[config.mk]
export PLATFORM = sky130hd
export DESIGN_NAME = seq_detector_param
export DESIGN_NICKNAME = d
export VERILOG_FILES = /design/src/rtl/seq_detector_param.sv
export SDC_FILE = /design/constraint.sdc
export NUM_CORES = 1
export LEC_CHECK = 0
export BUFFER_PORTS_ARGS = -buffer_cell sky130_fd_sc_hd__buf_2
export CORE_ASPECT_RATIO = 1.1
export CORE_UTILIZATION = 33
export CTS_CLUSTER_DIAMETER = 50
export DETAILED_ROUTE_END_ITERATION = 12
export RECOVER_POWER = 25
export SLEW_MARGIN = 20
export SYNTH_ARGS = -nofsm -noshare
export SYNTH_HDL_FRONTEND = slang
export SYNTH_SLANG_ARGS = --single-unit
[constraint.sdc]
create_clock -name clk -period 3.2 [get_ports clk]
set_input_delay 0.16 -clock clk [delete_from_list [all_inputs] [get_ports clk]]
set_output_delay 0.16 -clock clk [all_outputs]
set_load 0.02 [all_outputs]
[src/rtl/seq_detector_param.sv]
// seq_detector_param
// Runtime-programmable serial bit-pattern detector with a qualifier input,
// selectable overlap mode, a Mealy (combinational) and a registered match
// output, and a saturating match counter.
//
// Ports:
//   clk          rising-edge clock
//   rst_n        asynchronous active-low reset
//   cfg_load     strobe: latch cfg_pattern/cfg_len/cfg_overlap, restart detection
//   cfg_pattern  pattern, bit [len-1] is received first, bit [0] last
//   cfg_len      pattern length, valid range 1..MAX_LEN
//   cfg_overlap  1 = overlapping matches, 0 = non-overlapping
//   in_valid     qualifies x
//   x            serial input bit
//   z            combinational match, same cycle as the completing bit
//   z_reg        registered match, one cycle after z
//   match_count  saturating count of matches
//   count_clr    synchronous clear of match_count
//   cfg_err      active configuration has an out-of-range length
module seq_detector_param #(
  parameter int                 MAX_LEN     = 8,
  parameter int                 LEN_W       = 4,
  parameter int                 CNT_W       = 8,
  parameter logic [MAX_LEN-1:0] RST_PATTERN = 'b1010,
  parameter int                 RST_LEN     = 4,
  parameter bit                 RST_OVERLAP = 1'b1
) (
  input  logic               clk,
  input  logic               rst_n,
  input  logic               cfg_load,
  input  logic [MAX_LEN-1:0] cfg_pattern,
  input  logic [LEN_W-1:0]   cfg_len,
  input  logic               cfg_overlap,
  input  logic               in_valid,
  input  logic               x,
  output logic               z,
  output logic               z_reg,
  output logic [CNT_W-1:0]   match_count,
  input  logic               count_clr,
  output logic               cfg_err
);

  localparam logic [LEN_W:0] MAX_LEN_C = (LEN_W+1)'(MAX_LEN);

  // Active configuration
  logic [MAX_LEN-1:0] pat_q;
  logic [LEN_W-1:0]   len_q;
  logic               ovl_q;
  logic               err_q;

  // Detection state
  logic [MAX_LEN-2:0] hist_q, hist_d;
  logic [LEN_W-1:0]   fill_q, fill_d;
  logic               zreg_q;
  logic [CNT_W-1:0]   cnt_q, cnt_d;

  logic [MAX_LEN-1:0] window;
  logic [MAX_LEN-1:0] mask;
  logic               hist_ok;
  logic               fill_ok;
  logic               match;

  // The newest bit joins the history to form the candidate window; only the
  // low len bits take part in the comparison.
  always_comb begin
    window = {hist_q, x};
    mask   = '0;
    for (int i = 0; i < MAX_LEN; i++) begin
      mask[i] = ({1'b0, len_q} > (LEN_W+1)'(i));
    end
    hist_ok = (((window ^ pat_q) & mask) == '0);
    // fill >= len-1, written without subtraction so len=0 cannot underflow
    fill_ok = (({1'b0, fill_q} + 1'b1) >= {1'b0, len_q});
    // rst_n gating keeps z low during reset even for a len=1 configuration;
    // cfg_load drops the sample presented with it.
    match   = rst_n & in_valid & ~cfg_load & ~err_q & fill_ok & hist_ok;
  end

  always_comb begin
    hist_d = hist_q;
    fill_d = fill_q;
    if (in_valid) begin
      hist_d = window[MAX_LEN-2:0];
      if (match && !ovl_q) begin
        // Non-overlapping: the next match needs len fresh bits
        fill_d = '0;
      end else if (fill_q >= len_q) begin
        fill_d = len_q;
      end else begin
        fill_d = fill_q + 1'b1;
      end
    end
  end

  always_comb begin
    cnt_d = cnt_q;
    if (count_clr) begin
      cnt_d = '0;
    end else if (match && (cnt_q != '1)) begin
      cnt_d = cnt_q + 1'b1;
    end
  end

  always_ff @(posedge clk or negedge rst_n) begin
    if (!rst_n) begin
      pat_q  <= RST_PATTERN;
      len_q  <= LEN_W'(RST_LEN);
      ovl_q  <= RST_OVERLAP;
      err_q  <= 1'b0;
      hist_q <= '0;
      fill_q <= '0;
      zreg_q <= 1'b0;
      cnt_q  <= '0;
    end else if (cfg_load) begin
      // Reload wins over sampling and count_clr
      pat_q  <= cfg_pattern;
      len_q  <= cfg_len;
      ovl_q  <= cfg_overlap;
      err_q  <= (cfg_len == '0) || ({1'b0, cfg_len} > MAX_LEN_C);
      hist_q <= '0;
      fill_q <= '0;
      zreg_q <= 1'b0;
      cnt_q  <= '0;
    end else begin
      hist_q <= hist_d;
      fill_q <= fill_d;
      zreg_q <= match;
      cnt_q  <= cnt_d;
    end
  end

  assign z           = match;
  assign z_reg       = zreg_q;
  assign match_count = cnt_q;
  assign cfg_err     = err_q;

endmodule

### Yosys cells after proc, flatten, opt, wreduce, memory -nomap -nowiden

Index checks and enable logic that the tools add are counted.

| operators by class | value |
|---|---|
| mux-type cells | 10 |
| $lt $le $gt $ge | 11 |
| equal/unequal tests | 1 |
| bitwise logic cells | 9 |
| reduce and logical (&&, ||, !) cells | 8 |
| add/sub/neg operators | 3 |

Operators by type and width:

| kind | number |
|---|---|
| 2-to-1 mux 8 bit | 3 |
| > comparator 4 x 3 -> 1 bit (second input constant) | 4 |
| 2-to-1 mux 4 bit | 4 |
| 2-to-1 mux 7 bit | 2 |
| adder 8 x 1 -> 8 bit (second input constant) | 1 |
| bitwise AND 8 bit | 1 |
| > comparator 4 x 1 -> 1 bit (second input constant) | 2 |
| > comparator 4 x 2 -> 1 bit (second input constant) | 2 |
| zero test 8 bit | 1 |
| inequality test 8 bit (second input constant) | 1 |
| bitwise XOR 8 bit | 1 |
| adder 4 x 1 -> 5 bit (second input constant) | 1 |
| bitwise AND 1 bit | 5 |
| >= comparator 5 x 4 -> 1 bit | 1 |
| adder 4 x 1 -> 4 bit (second input constant) | 1 |
| >= comparator 4 bit | 1 |
| > comparator 4 bit (second input constant) | 1 |
| zero test 4 bit | 1 |
| nonzero test 3 bit | 1 |
| logical AND 1 bit | 2 |
| NOT 1 bit | 2 |
| nonzero test 2 bit | 1 |
| zero test 1 bit | 1 |
| logical OR 1 bit | 1 |
| 2-to-1 mux 1 bit | 1 |

| word-level totals | value |
|---|---|
| output and inout port bits | 11 |
| input bits | 19 |
| word-level logic and storage cells | 50 |
| bits in registers | 34 |

### Longest topological paths before layout

| logic depth | value |
|---|---|
| depth in word-level cells | 9 |
| mapped depth | 10 |
| mapped depth without buffers | 9 |

### Worst setup path after synthesis

Ideal clock, no wire load.

| timing | value |
|---|---|
| path type | reg-to-reg |
| start | register fill_q[0] |
| end | register cnt_q[4] (netlist: match_count[4]) |
| stages on the path, launching flop included | 10 |
| period minus slack after synthesis | 2.331 ns |
| slack | 0.869 ns |
| arrival time | 2.253 ns |
| cell sequence | dfrtp_1 ha_1 ha_1 a21boi_0 o31ai_1 a211oi_1 nand2_1 buf_6 or3_1 a21oi_1 |

| between the ends | value |
|---|---|
| cells in the longest elaborated chain, start to end | 6 |

Ends and longest elaborated chain:

| element | RTL line | source |
|---|---|---|
| start: declaration | 53 | `logic [LEN_W-1:0] fill_q, fill_d;` |
| start signal: assignment | 126 | `fill_q <= fill_d;` |
| adder 4 x 1 -> 5 bit | 73 | `fill_ok = (({1'b0, fill_q} + 1'b1) >= {1'b0, len_q});` |
| >= comparator 5 x 4 -> 1 bit | 73 |  |
| bitwise AND 1 bit (2 in a row) | 76 | `match = rst_n & in_valid & ~cfg_load & ~err_q & fill_ok & hist_ok;` |
| logical AND 1 bit | 99 | `end else if (match && (cnt_q != '1)) begin` |
| nonzero test 3 bit (no line) | - |  |
| end signal: assignment | 128 | `cnt_q <= cnt_d;` |
| end: declaration | 55 | `logic [CNT_W-1:0] cnt_q, cnt_d;` |

No other way between the ends.
A chain may end at the register's enable or synchronous reset.

### Worst setup path after layout

| timing | value |
|---|---|
| start | register fill_q[0] |
| end | register cnt_q[7] (netlist: match_count[7]) |

Same word-level chain as after synthesis.

==> flow_summary.toml <==
[cells_and_area]
area_growth_pct = 18.1
final_cells = 281
layout-drive-gt1-share = 0.248
fill_cells = 516
stdcell_area_sq_um = 2170
fin_util = 0.404
regArea_sq_um = 856
fin_nets = 235
multiInputGateArea_sq_um = 930
diodes = 0

[synthesis]
synthCells = 174
syn_avg_cell_area_sq_um = 10.5
synth_cell_types = 35
synth_fp_nets = 203
synth-simple-area-share = 0.138
synth_flop_cell = "dfrtp_1"
synth_top_family_by_area = "compound AO/OA/AOI/OAI gates"
async_reset_ff_frac = 1.00
synth_top_area_cell = "dfrtp_1"
synth_edf_count = 0
yosys-top-cells-area = "dfrtp_1, ha_1, mux2_2, dfstp_2, mux2i_1"
synthXorXnorAreaFrac = 0.0573
synth_area_sq_um = 1830
synthMuxAreaShare = 0.105
yosys_warnings = 0
yosysTopAreaCellShare = 0.409
yosysSeqAreaShare = 0.467
synth-seq-cells = 34
yosys.area_share.adder = 0.0682
synth_compound_area_frac = 0.138

[critical_path]
ff2ff_path_depth = 9
worstSetupStartpointType = "register"
worst-path-max-fanout = 14
worstPathArrival_ns = 2.94
crit_required_ns = 3.42
crit_type = "reg -> reg"
cp.depth = 9
path_buf_inv = 0
path_delay_family = "simple AND/OR/NAND/NOR gates"
max_stage_delay_ns = 0.55
cpMaxStageDelayCell = "or4_1"
cp-end-kind = "register"
cpMostUsedCell = "ha_1"
path_cells = "ha_1 -> xor2_1 -> ha_1 -> o21a_1 -> o31ai_1 -> a211oi_1 -> nand2_1 -> or4_1 -> a21oi_1"

[clock_network]
cts_tree = "done"
cts_sinks = 34
cts_root_buffer = "clkbuf_8"
cts_inserted_buffers = 5
postCtsSetupRepairBufs = 0
cts_buffer_depth = 2
clock_latency_ns = 0.29
cts_htree_levels = 2
clk_pin_slew_worst_paths_ns = 0.07

[timing]
period_share = 0.852
setup_viol = 0
period_minus_slack_ns = 2.73
setup_tns_ns = 0
hold_viol = 0
slew_headroom = -0.248
hold_ws_ns = 0.0957
layout_setup_ws_ns = 0.474
timing.fmax_mhz = 367
skew_ns = 0.00983
rsz0062_at_grt = "false"
tightest_slew_ns = 1.87
maxSlewViolCount = 35

[pwr]
power_switching_mw = 0.324
power_density_nw_per_um2 = 532
p_leak_nw = 0.969
pwr-share-seq = 0.438
peakVddDrop_mv = 0.282
clockPowerShare = 0.351
finalPower_mw = 1.15
p_int_mw = 0.830
power_frac_comb = 0.211
netSwitchingFraction = 0.281

[routing]
wl_per_cell_um = 12.9
ant_nets = 0
num_vias = 1393
viasPerCell = 4.96
drt_iter0_markers = 81
drt_pass1_iterations = 6
wirelength_mm = 3.64
remaining_drc_errors = 0

[global_routing]
grt.overflow.total = 0
antenna_found_initial = 0
track_usage = 0.140
grt_pass1_wl_mm = 6.13
grt_pass1_vias = 1296
grt_max_degree = 35

[place]
placed_area_sq_um = 2050
dpl.cell_count = 273
portBuffers = 29
place.gp.congestion = 0.813
dp_hpwl_mm = 2.63
place_ws_ns = 0.494

[worst_hold_path]
hold_path_depth = 3
hold_class = "in -> reg"

[floorplanning]
initial_core_util = 0.342
fp-row-count = 28
die_y_um = 80.2
core_sq_um = 5360
pin_count = 30
fp.dieW_um = 73.1
dieArea_sq_um = 5860

[job]
cap_violations = 1

[run_status]
run_status = "finished, violations left"
violations = "capacitance limit, slew limit"
[cell usage after synthesis, types with 5 or more instances]
cell     instances
o21ai_0          8
inv_1            5
nor2_1          17
mux2_2          10
ha_1            10
a21oi_1         15
mux2i_1          8
nand3_1          6
xnor2_1          8
nand2_1          8
dfrtp_1         30
[power groups by stage]
| stage | clock (mW) | combinational (mW) | sequential (mW) |
|---|---|---|---|
| final | 0.405 | 0.244 | 0.505 |
| after global routing | 0.435 | 0.280 | 0.511 |
| after CTS | 0.418 | 0.246 | 0.505 |
| after detailed placement | 0 | 0.244 | 0.513 |
| after global placement | 0 | 0.240 | 0.512 |
| after floorplan | 0 | 0.184 | 0.504 |
[logic make-up (layout without fill, tap and decap cells)]
logic type               count (synthesis)  in the layout
AO/OA/AOI/OAI                           40             40
XOR/XNOR                                12             12
adder cells (fa/ha/maj)                 10             10
buffers and inverters                   11             43
flip-flops                              34             34
multiplexers                            18             18
AND/OR/NAND/NOR                         49             49
[path summary, 6_finish.rpt]
| kind | startpoint | endpoint | slack (ns) |
|---|---|---|---|
| min in group asynchronous | rst_n | match_count[0] | 1.06 |
| worst max register to register | fill_q[0] | match_count[7] | 0.47 |
| worst min-delay path | cfg_len[1] | len_q[1] | 0.1 |
| worst max-delay path | fill_q[0] | match_count[7] | 0.47 |
| max in group asynchronous | rst_n | pat_q[6] | 1.06 |
| worst min register to register | pat_q[0] | pat_q[0] | 0.53 |
[timing repair]
item                      4_1_cts  5_1_grt
gates resized for setup         0        0
hold buffers                    1        0
hold endpoints to repair       30        0
[cell type report]
class                           instances  area share
Sequential cell                        34       0.395
Clock buffer                            6      0.0381
Inverter                                5     0.00866
Multi-Input combinational cell        129       0.429
Tap cell                               75      0.0433
Timing Repair Buffer                   31      0.0722
Clock inverter                          1      0.0139
[placed cells by master (no fill, tap or decap), types with 3 or more instances in the layout]
master,count
or4_1,4
mux2i_1,8
o31ai_1,4
xnor2_1,8
ha_1,10
nand3_1,6
a32o_1,4
nand2_1,8
clkbuf_1,3
inv_1,5
dfstp_2,4
mux2_2,10
o21ai_0,8
nor2_1,17
buf_2,27
dfrtp_1,30
a21oi_1,15
xor2_1,4
clkbuf_8,6
or3_1,3
[worst register-to-register path: stages (launching register included)]
cell,delay (ns)
dfrtp_1,0.43
ha_1,0.25
xor2_1,0.16
ha_1,0.29
o21a_1,0.11
o31ai_1,0.06
a211oi_1,0.31
nand2_1,0.33
or4_1,0.56
a21oi_1,0.15
[layer usage]
layer	vias up	share of wire	global-route usage
li1	697	-	-
met1	667	0.49	0.187
met2	25	0.47	0.210
met3	4	0.037	0.0464
met4	0	0.0093	0.0471
met5	-	0	0
Note: power is estimated with default switching activity, not from simulation.
